<file path="src/rtl/step_run_pkg.sv">
// Shared types and constants for the single-step/run controller:
// run-state encoding, mode codes and the active-low seven-segment glyph table.
package step_run_pkg;

  typedef enum logic [2:0] {
    S_IDLE   = 3'd0,
    S_STEP   = 3'd1,
    S_SLOW   = 3'd2,
    S_FAST   = 3'd3,
    S_HALTED = 3'd4
  } run_state_e;

  localparam logic [1:0] MODE_HALT = 2'b00;
  localparam logic [1:0] MODE_STEP = 2'b01;
  localparam logic [1:0] MODE_SLOW = 2'b10;
  localparam logic [1:0] MODE_FAST = 2'b11;

  // Bit 0 is segment a, bit 6 is segment g; a 0 lights the segment.
  localparam logic [6:0] SEG_GLYPH [16] = '{
    7'b1000000, 7'b1111001, 7'b0100100, 7'b0110000,
    7'b0011001, 7'b0010010, 7'b0000010, 7'b1111000,
    7'b0000000, 7'b0010000, 7'b0001000, 7'b0000011,
    7'b1000110, 7'b0100001, 7'b0000110, 7'b0001110
  };

  localparam logic [6:0] SEG_DASH = 7'b0111111;

  function automatic logic [6:0] hex_to_seg(input logic [3:0] nib);
    return SEG_GLYPH[nib];
  endfunction

  function automatic run_state_e mode_state(input logic [1:0] mode);
    case (mode)
      MODE_STEP: return S_STEP;
      MODE_SLOW: return S_SLOW;
      MODE_FAST: return S_FAST;
      default:   return S_IDLE;
    endcase
  endfunction

endpackage

</file>
<file path="src/rtl/step_run_if.sv">
// Board/processor-facing signals of the step/run controller; master drives the
// switches, key, halt and probes, slave is the controller itself.
interface step_run_if #(
  parameter int DATA_W = 16,
  parameter int NUM_CH = 8
);
  localparam int CH_W   = $clog2(NUM_CH);
  localparam int DIGITS = DATA_W / 4;

  logic                     KeyStepN;
  logic [1:0]               ModeSel;
  logic [CH_W-1:0]          ChSel;
  logic                     CpuHalt;
  logic [NUM_CH*DATA_W-1:0] Probe;
  logic                     CpuEn;
  logic [15:0]              StepCount;
  logic [2:0]               RunState;
  logic [DIGITS*7-1:0]      Hex;

  modport master (
    output KeyStepN, ModeSel, ChSel, CpuHalt, Probe,
    input  CpuEn, StepCount, RunState, Hex
  );

  modport slave (
    input  KeyStepN, ModeSel, ChSel, CpuHalt, Probe,
    output CpuEn, StepCount, RunState, Hex
  );
endinterface

</file>
<file path="src/rtl/key_debounce.sv">
// Pushbutton conditioner: 2-flop synchroniser, stability counter and a
// one-cycle press pulse on an accepted 1->0 change of the active-low key.
module key_debounce #(
  parameter int DEBOUNCE_CYC = 500000
) (
  input  logic clk,
  input  logic rst_n,
  input  logic key_n,
  output logic press
);
  localparam int CNT_W = ($clog2(DEBOUNCE_CYC) > 0) ? $clog2(DEBOUNCE_CYC) : 1;
  localparam logic [CNT_W-1:0] CNT_LAST = CNT_W'(DEBOUNCE_CYC - 1);

  logic             sync1_q, sync2_q;
  logic             stable_q, stable_d;
  logic             press_q, press_d;
  logic [CNT_W-1:0] cnt_q, cnt_d;

  // NOTE: every value is assigned a default first, so no path leaves a latch.
  always_comb begin
    cnt_d    = '0;
    stable_d = stable_q;
    press_d  = 1'b0;
    if (sync2_q != stable_q) begin
      if (cnt_q == CNT_LAST) begin
        stable_d = sync2_q;
        press_d  = ~sync2_q;
      end else begin
        cnt_d = cnt_q + 1'b1;
      end
    end
  end

  // NOTE: non-blocking assignments keep all flops updating from pre-edge values.
  always_ff @(posedge clk or negedge rst_n) begin
    if (!rst_n) begin
      sync1_q  <= 1'b1;
      sync2_q  <= 1'b1;
      stable_q <= 1'b1;
      press_q  <= 1'b0;
      cnt_q    <= '0;
    end else begin
      sync1_q  <= key_n;
      sync2_q  <= sync1_q;
      stable_q <= stable_d;
      press_q  <= press_d;
      cnt_q    <= cnt_d;
    end
  end

  assign press = press_q;

endmodule

</file>
<file path="src/rtl/step_run_ctrl.sv">
// Step/run controller: generates the processor clock enable in halt, step,
// slow-run and full-run modes and drives a registered hex probe display.
module step_run_ctrl
  import step_run_pkg::*;
#(
  parameter int DATA_W       = 16,
  parameter int NUM_CH       = 8,
  parameter int DEBOUNCE_CYC = 500000,
  parameter int RUN_DIV      = 25000000
) (
  input logic       Clk,
  input logic       Reset,
  step_run_if.slave bus
);
  localparam int DIGITS = DATA_W / 4;
  localparam int CH_W   = $clog2(NUM_CH);
  localparam int DIV_W  = $clog2(RUN_DIV);
  localparam logic [DIV_W-1:0] DIV_LAST = DIV_W'(RUN_DIV - 1);
  localparam logic [CH_W:0]    CH_LIMIT = (CH_W + 1)'(NUM_CH);

  logic                press;
  logic [1:0]          mode_s1_q, mode_s2_q;
  logic [CH_W-1:0]     ch_s1_q, ch_s2_q;
  run_state_e          state_q, state_d;
  logic [DIV_W-1:0]    div_q, div_d;
  logic                cpu_en_q, cpu_en_d;
  logic [15:0]         step_cnt_q, step_cnt_d;
  logic [DIGITS*7-1:0] hex_q, hex_d;
  logic                ch_valid;
  logic [DATA_W-1:0]   word;

  key_debounce #(
    .DEBOUNCE_CYC(DEBOUNCE_CYC)
  ) u_key_debounce (
    .clk  (Clk),
    .rst_n(Reset),
    .key_n(bus.KeyStepN),
    .press(press)
  );

  always_ff @(posedge Clk or negedge Reset) begin
    if (!Reset) begin
      mode_s1_q <= MODE_HALT;
      mode_s2_q <= MODE_HALT;
      ch_s1_q   <= '0;
      ch_s2_q   <= '0;
    end else begin
      mode_s1_q <= bus.ModeSel;
      mode_s2_q <= mode_s1_q;
      ch_s1_q   <= bus.ChSel;
      ch_s2_q   <= ch_s1_q;
    end
  end

  always_ff @(posedge Clk or negedge Reset) begin
    if (!Reset) state_q <= S_IDLE;
    else        state_q <= state_d;
  end

  // Halt wins over any simultaneous mode change; HALTED only leaves via mode 00.
  always_comb begin
    state_d = state_q;
    case (state_q)
      S_IDLE:                 state_d = mode_state(mode_s2_q);
      S_STEP, S_SLOW, S_FAST: state_d = bus.CpuHalt ? S_HALTED : mode_state(mode_s2_q);
      S_HALTED:               if (mode_s2_q == MODE_HALT) state_d = S_IDLE;
      default:                state_d = S_IDLE;
    endcase
  end

  // Enables are only issued while the state is not about to change, which
  // discards presses and divider wraps that coincide with halt or a mode switch.
  always_comb begin
    cpu_en_d = 1'b0;
    div_d    = '0;
    case (state_q)
      S_STEP: cpu_en_d = press && (state_d == S_STEP);
      S_SLOW: begin
        if (div_q == DIV_LAST) begin
          cpu_en_d = (state_d == S_SLOW);
        end else begin
          div_d = div_q + 1'b1;
        end
      end
      S_FAST:  cpu_en_d = (state_d == S_FAST);
      default: cpu_en_d = 1'b0;
    endcase
  end

  always_comb begin
    step_cnt_d = step_cnt_q;
    if (cpu_en_q && (step_cnt_q != 16'hFFFF)) step_cnt_d = step_cnt_q + 16'd1;
  end

  assign ch_valid = ({1'b0, ch_s2_q} < CH_LIMIT);

  always_comb begin
    word  = '0;
    hex_d = '1;
    if (ch_valid) word = bus.Probe[ch_s2_q*DATA_W +: DATA_W];
    for (int i = 0; i < DIGITS; i++) begin
      hex_d[7*i +: 7] = ch_valid ? hex_to_seg(word[4*i +: 4]) : SEG_DASH;
    end
  end

  always_ff @(posedge Clk or negedge Reset) begin
    if (!Reset) begin
      div_q      <= '0;
      cpu_en_q   <= 1'b0;
      step_cnt_q <= '0;
      hex_q      <= '1;
    end else begin
      div_q      <= div_d;
      cpu_en_q   <= cpu_en_d;
      step_cnt_q <= step_cnt_d;
      hex_q      <= hex_d;
    end
  end

  assign bus.CpuEn     = cpu_en_q;
  assign bus.StepCount = step_cnt_q;
  assign bus.RunState  = state_q;
  assign bus.Hex       = hex_q;

endmodule

</file>
<file path="src/flat_wrapper.sv">
// flat-port wrapper written by rule: the top's interface ports become plain ports
module step_run_ctrl_flat import step_run_pkg::*;
#(
  parameter int DATA_W       = 16,
  parameter int NUM_CH       = 8,
  parameter int DEBOUNCE_CYC = 500000,
  parameter int RUN_DIV      = 25000000
)
  (Clk, Reset, bus_KeyStepN, bus_ModeSel, bus_ChSel, bus_CpuHalt, bus_Probe, bus_CpuEn, bus_StepCount, bus_RunState, bus_Hex);
  step_run_if #(.DATA_W(DATA_W), .NUM_CH(NUM_CH)) bus_i ();
  input logic Clk;
  input logic Reset;
  input wire logic [$bits(bus_i.KeyStepN)-1:0] bus_KeyStepN;
  input wire logic [$bits(bus_i.ModeSel)-1:0] bus_ModeSel;
  input wire logic [$bits(bus_i.ChSel)-1:0] bus_ChSel;
  input wire logic [$bits(bus_i.CpuHalt)-1:0] bus_CpuHalt;
  input wire logic [$bits(bus_i.Probe)-1:0] bus_Probe;
  output wire logic [$bits(bus_i.CpuEn)-1:0] bus_CpuEn;
  output wire logic [$bits(bus_i.StepCount)-1:0] bus_StepCount;
  output wire logic [$bits(bus_i.RunState)-1:0] bus_RunState;
  output wire logic [$bits(bus_i.Hex)-1:0] bus_Hex;
  assign bus_i.KeyStepN = bus_KeyStepN;
  assign bus_i.ModeSel = bus_ModeSel;
  assign bus_i.ChSel = bus_ChSel;
  assign bus_i.CpuHalt = bus_CpuHalt;
  assign bus_i.Probe = bus_Probe;
  assign bus_CpuEn = bus_i.CpuEn;
  assign bus_StepCount = bus_i.StepCount;
  assign bus_RunState = bus_i.RunState;
  assign bus_Hex = bus_i.Hex;
  step_run_ctrl #(.DATA_W(DATA_W), .NUM_CH(NUM_CH), .DEBOUNCE_CYC(DEBOUNCE_CYC), .RUN_DIV(RUN_DIV)) u_core (.Clk(Clk), .Reset(Reset), .bus(bus_i));
endmodule
</file>
<file path="config.mk">
export PLATFORM = sky130hd
export DESIGN_NAME = step_run_ctrl_flat
export DESIGN_NICKNAME = d
export VERILOG_FILES = /design/src/rtl/step_run_pkg.sv /design/src/rtl/step_run_if.sv /design/src/rtl/key_debounce.sv /design/src/rtl/step_run_ctrl.sv /design/src/flat_wrapper.sv
export SDC_FILE = /design/constraint.sdc
export NUM_CORES = 1
export LEC_CHECK = 0
export CORE_MARGIN = 1
export CORE_UTILIZATION = 45
export DETAILED_ROUTE_END_ITERATION = 10
export PLACE_DENSITY = 0.75
export SYNTH_ARGS = -nofsm -noshare
export SYNTH_HDL_FRONTEND = slang
export SYNTH_SLANG_ARGS = --single-unit
</file>
<file path="constraint.sdc">
create_clock -name Clk -period 4.6 [get_ports Clk]
set_input_delay 1.15 -clock Clk [delete_from_list [all_inputs] [get_ports Clk]]
set_output_delay 1.15 -clock Clk [all_outputs]
set_load 0.005 [all_outputs]
</file>
==> flow_summary.json, run 1 <==
{
  "utilization_pct": 62.3,
  "synth_flop_cell": "dfrtp_1",
  "grt.overflow.total": 0,
  "slowest_stage": "mux4_2",
  "cts.repair.resized": 0,
  "ios": 185,
  "clock_latency_ns": 0.35,
  "clk_pin_slew_ns": 0.07,
  "ff_latch_area_sq_um": 2690,
  "die_w_um": 122,
  "path_cells": "clkdlybuf4s50_1, mux4_2, mux2i_1, inv_1, ha_1, and3_1, a211o_1",
  "ys_warn_count": 0,
  "synth_edf_count": 0,
  "antenna_found_initial": 3,
  "synthCells": 553,
  "cts_root_buf": "clkbuf_16",
  "ys_async_sr_fraction_pct": 100,
  "critPathBufInv": 2,
  "path_max_fanout": 6,
  "syn_to_final_growth_pct": 34.5,
  "rsz0062_at_grt": "no",
  "seq_power_share_pct": 44.1,
  "status": "finished clean",
  "pwr-share-comb_pct": 27.3,
  "skew_ns": 0.00449,
  "sw_frac_of_total_pct": 27.7,
  "die_h_um": 122,
  "cp_top_family": "multiplexers",
  "dr_total_vias": 5123,
  "tns_ns": 0,
  "cp-start-kind": "primary input",
  "endpoint_kind": "flip-flop",
  "cts_buffers": 9,
  "ant_nets": 0,
  "row_count": 43,
  "grt_max_degree": 61,
  "syn_area_sq_um": 6450,
  "coreArea_sq_um": 13900,
  "fmax_ghz": 0.318,
  "via_per_inst": 5.59,
  "clock-sinks": 106,
  "crit_required_ns": 4.87,
  "synth.most_common_cell": "dfrtp_1",
  "power_mw": 2.55,
  "grt_pass1_wl_um": 26300,
  "tightest_slew_ns": 1.25,
  "arrival_ns": 3.42,
  "maxCapViolations": 0,
  "track_usage_pct": 23.6,
  "fillers": 1099,
  "yosysSeqAreaShare_pct": 41.7,
  "tritoncts": "done",
  "worst_path_largest_cell_delay_ns": 0.48,
  "drt_iter0_drc": 262,
  "drtPass1Iterations": 4,
  "fin_nets": 893,
  "grt_pass1_vias": 5218,
  "power.density_nw_per_um2": 294,
  "hold_violations": 0,
  "yosys.area.top_type": "dfrtp_1",
  "min_path_type": "flip-flop to flip-flop",
  "htreeDepth": 3,
  "synth_top_area_share_pct": 29.1,
  "drive_gt1_share_pct": 15.5,
  "power.internal_mw": 1.85,
  "multi_input_area_sq_um": 3490,
  "port_buffers": 184,
  "synth_area_leaders": "dfrtp_1 29%, dfstp_2 13%, mux4_2 11%, ha_1 5.2%, mux2i_1 4.8%",
  "synthDistinctLibCells": 50,
  "routed_wl_um": 16400,
  "leakage_nw": 3.49,
  "syn_area_per_cell_sq_um": 11.7,
  "hold_buffers": 0,
  "postCtsSetupBuffers": 0,
  "synth-seq-cells": 106,
  "syn-num-nets": 717,
  "slew_headroom_pct": 16.2,
  "cts_buffer_depth": 2,
  "period_minus_slack_ns": 3.15,
  "finalSetupViolations": 0,
  "dp_hpwl_um": 12800,
  "slew_viol_final": 0,
  "p_switching_mw": 0.708,
  "start_util_pct": 46.3,
  "clkPwrFrac_pct": 28.6,
  "drc": 0,
  "finalWeightedCongestion": 0.888,
  "wl_per_cell_um": 17.8,
  "ys_top_cells_by_count": "75 x dfrtp_1, 40 x nor2_1, 32 x mux4_2, 31 x dfstp_2, 31 x mux2i_1",
  "die_area_sq_um": 14800,
  "critical_path_class": "primary input to flip-flop",
  "ir_drop_v": 0.000183,
  "min_period_over_period_pct": 68.4
}
## sequential cells by signal, indices dropped and copies added, names as in the netlist, 3 cells and up
register and flops:
u_core.div_q 25, u_core.bus.Hex 28, u_core.u_key_debounce.cnt_q 19, u_core.ch_s2_q 3, u_core.bus.RunState 3, u_core.bus.StepCount 16
u_core.ch_s1_q 3
## cell type report
| cell class | instances | area share [%] |
|---|---|---|
| multi-input combinational | 397 | 40.2 |
| sequential | 106 | 31.0 |
| clock buffer | 11 | 2.80 |
| inverter | 25 | 1.08 |
| clock inverter | 5 | 0.447 |
| timing repair buffer | 190 | 21.7 |
| antenna | 3 | 0.0865 |
| tap | 180 | 2.60 |
## logic make-up after synthesis
kind of cell             count (synthesis)  share of synthesized area [%]
multiplexers                            83                           21.2
XOR/XNOR                                41                           5.57
buffers and inverters                   50                           4.17
adder cells (fa/ha/maj)                 27                           5.24
AO/OA/AOI/OAI                           71                           7.12
flip-flops                             106                           41.7
AND/OR/NAND/NOR                        175                           15.0
## metal layers
layer | part of all wire, % | global-route usage [%]
met1 | 38 | 26.2
met2 | 53 | 41.4
met3 | 7.2 | 8.10
met4 | 2.6 | 8.95
met5 | 0 | 0
## power by group through the flow
stage	logic, mW	registers, mW	clock network (mW)
4_1_cts	0.703	1.13	0.750
3_5_place_dp	0.700	1.14	0
2_1_floorplan	0.357	1.12	0
5_1_grt	0.759	1.14	0.790
3_3_place_gp	0.678	1.14	0
6_report	0.698	1.13	0.729
## final timing paths
path | start | to | slack, ns | cells past startpoint
max in group asynchronous | Reset | u_core.bus.Hex[9] | 2.93 | 2
min in group asynchronous | Reset | u_core.div_q[5] | 0.86 | 1
hold reg to reg | u_core.ch_s1_q[2] | u_core.ch_s2_q[2] | 0.35 | 0
hold / removal | u_core.ch_s1_q[2] | u_core.ch_s2_q[2] | 0.35 | 0
setup / recovery | bus_Probe[121] | u_core.bus.Hex[14] | 1.45 | 7
setup reg to reg | u_core.ch_s2_q[0] | u_core.bus.Hex[14] | 1.54 | 7
## layout by cell type (no fill, tap or decap), drive strengths merged, types with 5 or more instances in the layout
cell           instances
a211o                  5
a21oi                 19
and3                   9
and4                   8
buf                    7
clkbuf                11
clkdlybuf4s50        183
dfrtp                 75
dfstp                 31
ha                    27
inv                   26
mux2                  10
mux2i                 41
mux4                  32
nand2                 16
nand3                 25
nand4                 24
nor2                  40
nor3                  12
nor3b                  6
o21ai                 19
o31ai                  9
or3                   11
or4                    6
xnor2                 16
xor2                  25
## per-stage QoR
step | worst slack (ns) | instance area (sq um) | hold slack [ns] | instances
global route | 1.25 | 8670 | 0.355 | 916
floorplan | 1.84 | 6450 | 0.331 | 553
detailed placement | 1.08 | 8390 | 0.336 | 898
CTS | 1.46 | 8670 | 0.353 | 914
finish | 1.45 | 8680 | 0.350 | 917
global placement | 1.19 | 8390 | 0.334 | 898
(Power assumes the default switching activity.)
==> run 2: changes to the inputs <==
==> constraint.sdc (replaced) <==
create_clock -name Clk -period 3.1 [get_ports Clk]
set_input_delay 0.775 -clock Clk [delete_from_list [all_inputs] [get_ports Clk]]
set_output_delay 0.775 -clock Clk [all_outputs]
set_load 0.005 [all_outputs]
==> run 2 against run 1 <==
Critical path type unchanged. Worst hold slack worse by 0.0033 ns. Sequential power is 47% higher. First-iteration DRC count is 16% higher. Register-to-register slack worse by 0.77 ns. Utilization is 1.3 points higher. Via count is 1.5% higher. Non-clock buffer count is 13 higher. Largest power group unchanged.
==> flow_summary.json, run 2 (synthesis gave the netlist of run 1 again) <==
{
  "status": "finished clean",
  "rsz0062_at_grt": "no",
  "clk_pin_slew_ns": 0.07,
  "start_util_pct": 46.3,
  "grt_pass1_vias": 5105,
  "die_w_um": 122,
  "hold_buffers": 0,
  "place_area_sq_um": 8510,
  "ant_nets": 0,
  "drive_gt1_share_pct": 16.9,
  "busiest_layer": "met2",
  "ios": 185,
  "die_area_sq_um": 14800,
  "drt_iter0_drc": 304,
  "use_met1_pct": 26.0,
  "final_common_cell": "clkdlybuf4s50_1",
  "regToRegSetupSlack_ns": 0.77,
  "largest_reg_flops": 28,
  "period_minus_slack_ns": 2.47,
  "grt.overflow.total": 0,
  "drc": 0,
  "grtUsageMet3_pct": 6.32,
  "dr_total_vias": 5201,
  "worst_path_largest_cell_delay_ns": 0.48,
  "cts.repair.resized": 0,
  "path_max_fanout": 4,
  "routed_wl_um": 16500,
  "syn_to_final_growth_pct": 37.3,
  "power.density_nw_per_um2": 454,
  "min_period_over_period_pct": 79.6,
  "finalWeightedCongestion": 0.883,
  "wl_per_cell_um": 17.8,
  "via_per_inst": 5.59,
  "dp_cells": 911,
  "endpoint_kind": "flip-flop",
  "leakage_nw": 3.60,
  "fmax_ghz": 0.405,
  "grtUsageMet2_pct": 42.9,
  "slew_headroom_pct": 50.5,
  "arrival_ns": 2.73,
  "die_h_um": 122,
  "min_path_type": "flip-flop to flip-flop",
  "cp-start-kind": "primary input",
  "hold_violations": 0,
  "final_cells": 930,
  "tightest_slew_ns": 0.743,
  "crit_required_ns": 3.37,
  "ir_drop_v": 0.000292,
  "track_usage_pct": 23.3,
  "tritoncts": "done",
  "final_area_sq_um": 8850,
  "drtPass1Iterations": 4,
  "grt_pass1_wl_um": 26100,
  "finalSetupViolations": 0,
  "path_cells": "clkdlybuf4s50_1, mux4_2, mux2i_1, inv_1, ha_1, and3_1, a211o_1",
  "dp_hpwl_um": 13000,
  "antenna_found_initial": 3,
  "row_count": 43,
  "cts_buffers": 9,
  "final_cell_mix": "183 x clkdlybuf4s50_1, 73 x dfrtp_1, 40 x nor2_1",
  "skew_ns": 0.0112,
  "cts_root_buf": "clkbuf_16",
  "coreArea_sq_um": 13900,
  "critical_path_class": "primary input to flip-flop",
  "clock_latency_ns": 0.35,
  "maxCapViolations": 0,
  "critPathBufInv": 2,
  "port_buffers": 184,
  "fin_nets": 906,
  "clock-sinks": 106,
  "htreeDepth": 3,
  "postCtsSetupBuffers": 0,
  "grt_max_degree": 43,
  "utilization_pct": 63.5,
  "slew_viol_final": 0,
  "slowest_stage": "mux4_2",
  "tns_ns": 0,
  "cp_top_family": "multiplexers",
  "cts_buffer_depth": 2
}
==> run 2: cell types whose count changed in the layout (fill, tap and decap cells not counted), sizes merged <==
cell and delta:
clkinvlp -4, inv -1, bufinv +3, clkinv +2
buf +13
==> run 2: worst reg2reg max path, cell delays in order (launching register included) <==
cell	delay, ns
dfrtp_2	0.37
buf_12	0.25
mux4_2	0.57
mux2i_1	0.31
inv_1	0.12
ha_1	0.25
and3_1	0.17
a211o_1	0.22
==> run 2: metal layers <==
metal,wire length (um),part of all wire [%],up-vias
met5,0,0,-
met4,350,2.1,0
met3,1100,6.7,18
met2,8850,54,194
met1,6220,38,2562
li1,-,-,2427
==> run 2: area by class of cell <==
cell class / instances / area [sq um]
multi-input combinational: 397 / 3490
antenna: 3 / 7.51
tap: 180 / 225
clock buffer: 11 / 233
timing repair buffer: 203 / 2010
sequential: 106 / 2690
inverter: 25 / 93.8
clock inverter: 5 / 104
fill: 1043 / 5080
==> run 2: per-stage QoR <==
stage	worst slack, ns	total power [mW]	hold WS (ns)
after floorplan	0.690	2.19	0.331
after global placement	0.357	2.73	0.334
after detailed placement	0.290	2.77	0.338
after CTS	0.624	4.05	0.353
after global routing	0.588	4.22	0.356
final	0.632	4.02	0.347
==> run 2: worst paths after layout <==
check / from / end / cells past startpoint
setup / recovery: bus_Probe[88] / u_core.bus.Hex[14] / 7
hold / removal: u_core.u_key_debounce.sync1_q / u_core.u_key_debounce.sync2_q / 0
setup reg to reg: u_core.ch_s2_q[0] / u_core.bus.Hex[14] / 7
hold reg to reg: u_core.u_key_debounce.sync1_q / u_core.u_key_debounce.sync2_q / 0
max in group asynchronous: Reset / u_core.u_key_debounce.sync1_q / 2
min in group asynchronous: Reset / u_core.mode_s1_q[1] / 1
==> run 2: report_power, final <==
part	switching [mW]	total [mW]	internal (mW)
logic	0.451	1.09	0.635
registers	0.0963	1.66	1.56
clock network	0.486	1.28	0.790
total	1.03	4.02	2.99
==> run 3: changes to the inputs <==
--- a/config.mk
+++ b/config.mk
@@ -6,9 +6,9 @@
 export NUM_CORES = 1
 export LEC_CHECK = 0
 export CORE_MARGIN = 1
-export CORE_UTILIZATION = 45
+export CORE_UTILIZATION = 44
 export DETAILED_ROUTE_END_ITERATION = 10
-export PLACE_DENSITY = 0.75
+export PLACE_DENSITY = 0.77
 export SYNTH_ARGS = -nofsm -noshare
 export SYNTH_HDL_FRONTEND = slang
 export SYNTH_SLANG_ARGS = --single-unit
==> constraint.sdc (replaced) <==
create_clock -name Clk -period 2.2 [get_ports Clk]
set_input_delay 0.55 -clock Clk [delete_from_list [all_inputs] [get_ports Clk]]
set_output_delay 0.55 -clock Clk [all_outputs]
set_load 0.005 [all_outputs]
==> run 3 against run 2 <==
The flow now finishes with violations (negative setup slack). Combinational power increased by 72%. Die area increased by 2.2%. Flip-flop and latch count unchanged. Cell count increased by 5.4%. Clock skew is 0.0038 ns lower. Count of clock-buffer cells in the layout decreased by 1. Power increased by 46%.
==> flow_summary.json, run 3 (synthesis gave the netlist of run 1 again) <==
{
  "drive_gt1_share_pct": 27.3,
  "ant_nets": 0,
  "tritoncts": "done",
  "power_mw": 5.89,
  "timing.final.ws_setup_ns": -0.0457,
  "dr_total_vias": 5486,
  "worst_path_largest_cell_delay_ns": 0.53,
  "grt.overflow.total": 0,
  "finalWeightedCongestion": 0.928,
  "skew_ns": 0.00746,
  "crit_required_ns": 2.50,
  "clk_pin_slew_ns": 0.07,
  "wl_per_cell_um": 19.1,
  "largest_reg_flops": 28,
  "syn_to_final_growth_pct": 48.6,
  "slew_viol_final": 0,
  "port_buffers": 184,
  "critical_path_class": "flip-flop to flip-flop",
  "drtPass1Iterations": 4,
  "cts_buffer_depth": 2,
  "grt_max_degree": 42,
  "via_per_inst": 5.60,
  "fin_nets": 957,
  "endpoint_kind": "flip-flop",
  "final_cell_mix": "183 x clkdlybuf4s50_1, 73 x dfrtp_1, 47 x buf_4",
  "cp-start-kind": "flip-flop",
  "status": "finished with violations",
  "slew_headroom_pct": 65.0,
  "finalSetupViolations": 6,
  "cts_buffers": 9,
  "utilization_pct": 68.0,
  "ios": 185,
  "maxCapViolations": 0,
  "min_period_over_period_pct": 102,
  "start_util_pct": 45.8,
  "place_area_sq_um": 8880,
  "coreArea_sq_um": 14100,
  "period_minus_slack_ns": 2.25,
  "violations": "negative setup slack",
  "final_area_sq_um": 9580,
  "path_max_fanout": 11,
  "final_common_cell": "clkdlybuf4s50_1",
  "cts_root_buf": "clkbuf_16",
  "drc": 0,
  "clock_latency_ns": 0.35,
  "min_path_type": "primary input to asynchronous set/reset pin",
  "multi_input_area_sq_um": 3720,
  "routed_wl_um": 18700,
  "grt_pass1_wl_um": 28000,
  "die_area_sq_um": 15100,
  "htreeDepth": 3,
  "die_w_um": 123,
  "hold_violations": 0,
  "arrival_ns": 2.55,
  "ir_drop_v": 0.000406,
  "rsz0062_at_grt": "yes",
  "antenna_found_initial": 2,
  "leakage_nw": 3.89,
  "ff_latch_area_sq_um": 2690,
  "path_cells": "clkbuf_16, buf_12, mux4_2, mux2i_4, buf_6, mux2i_1, a22o_1",
  "dp_hpwl_um": 13800,
  "grt_pass1_vias": 5671,
  "track_usage_pct": 24.5,
  "power.density_nw_per_um2": 615,
  "row_count": 43,
  "clock-sinks": 106,
  "drt_iter0_drc": 295,
  "fmax_ghz": 0.445,
  "slowest_stage": "mux4_2",
  "fillers": 989,
  "tightest_slew_ns": 0.523,
  "die_h_um": 123
}
[run 3: cell count changes in the layout (fill, tap and decap cells not counted), moves of 6 or more]
cell / before / now
ha_1: 27 / 13
mux2i_1: 31 / 25
ha_2: 0 / 7
inv_2: 0 / 9
ha_4: 0 / 7
inv_1: 25 / 16
buf_6: 0 / 15
buf_4: 18 / 47
[run 3: through the flow]
stage | setup TNS (ns) | hold slack, ns | setup WS, ns | instances
final | -0.0880 | 0.133 | -0.0457 | 980
after global routing | -1.25 | 0.153 | -0.112 | 980
after CTS | -0.00106 | 0.136 | -0.00106 | 964
after detailed placement | -6.22 | 0.335 | -0.302 | 948
after global placement | -4.95 | 0.332 | -0.247 | 948
after floorplan | -0.00490 | 0.254 | -0.00490 | 553
[run 3: final timing paths]
check / start / to / slack (ns) / cells after the start
setup / recovery: u_core.ch_s2_q[0] / u_core.bus.Hex[5] / -0.05 / 7
hold / removal: Reset / u_core.div_q[3] / 0.13 / 1
setup reg to reg: u_core.ch_s2_q[0] / u_core.bus.Hex[5] / -0.05 / 7
hold reg to reg: u_core.ch_s1_q[0] / u_core.ch_s2_q[0] / 0.35 / 0
max in group asynchronous: Reset / u_core.bus.StepCount[14] / 1.40 / 2
min in group Clk: u_core.ch_s1_q[0] / u_core.ch_s2_q[0] / 0.35 / 0
[run 3: routing by layer]
metal | global-route usage, % | share of wire, % | vias to the layer above
li1 | - | - | 2536
met2 | 44.9 | 53 | 204
met1 | 27.1 | 38 | 2712
met5 | 0 | 0 | -
met4 | 7.68 | 2.7 | 0
met3 | 7.01 | 7.0 | 34
[run 3: critical path, delay by kind of cell, from the launching register on]
kind                   cells  cell delay [ns]
multiplexers               3             1.02
buffers and inverters      3             0.54
flip-flops                 1             0.45
AO/OA/AOI/OAI              1             0.18
[run 3: final cells by class]
class	instances	share of cell area, %
antenna	2	0.0522
clock buffer	10	2.39
clock inverter	6	0.862
inverter	25	0.979
multi-input combinational	397	38.8
sequential	106	28.1
tap	180	2.35
timing repair buffer	254	26.5
[run 3: power by group]
part           switching [mW]  total [mW]  internal (mW)
logic                   0.772        1.87           1.10
clock network           0.706        1.70          0.991
registers               0.122        2.32           2.20
[run 3: timing repair]
action / 4_1_cts / 5_1_grt
pin swaps: 0 / 6
endpoints found under the setup margin: 1 / 24
hold buffers: 0 / 0
cloned: 0 / 3
buffers inserted: 0 / 11
gates resized for setup: 1 / 58
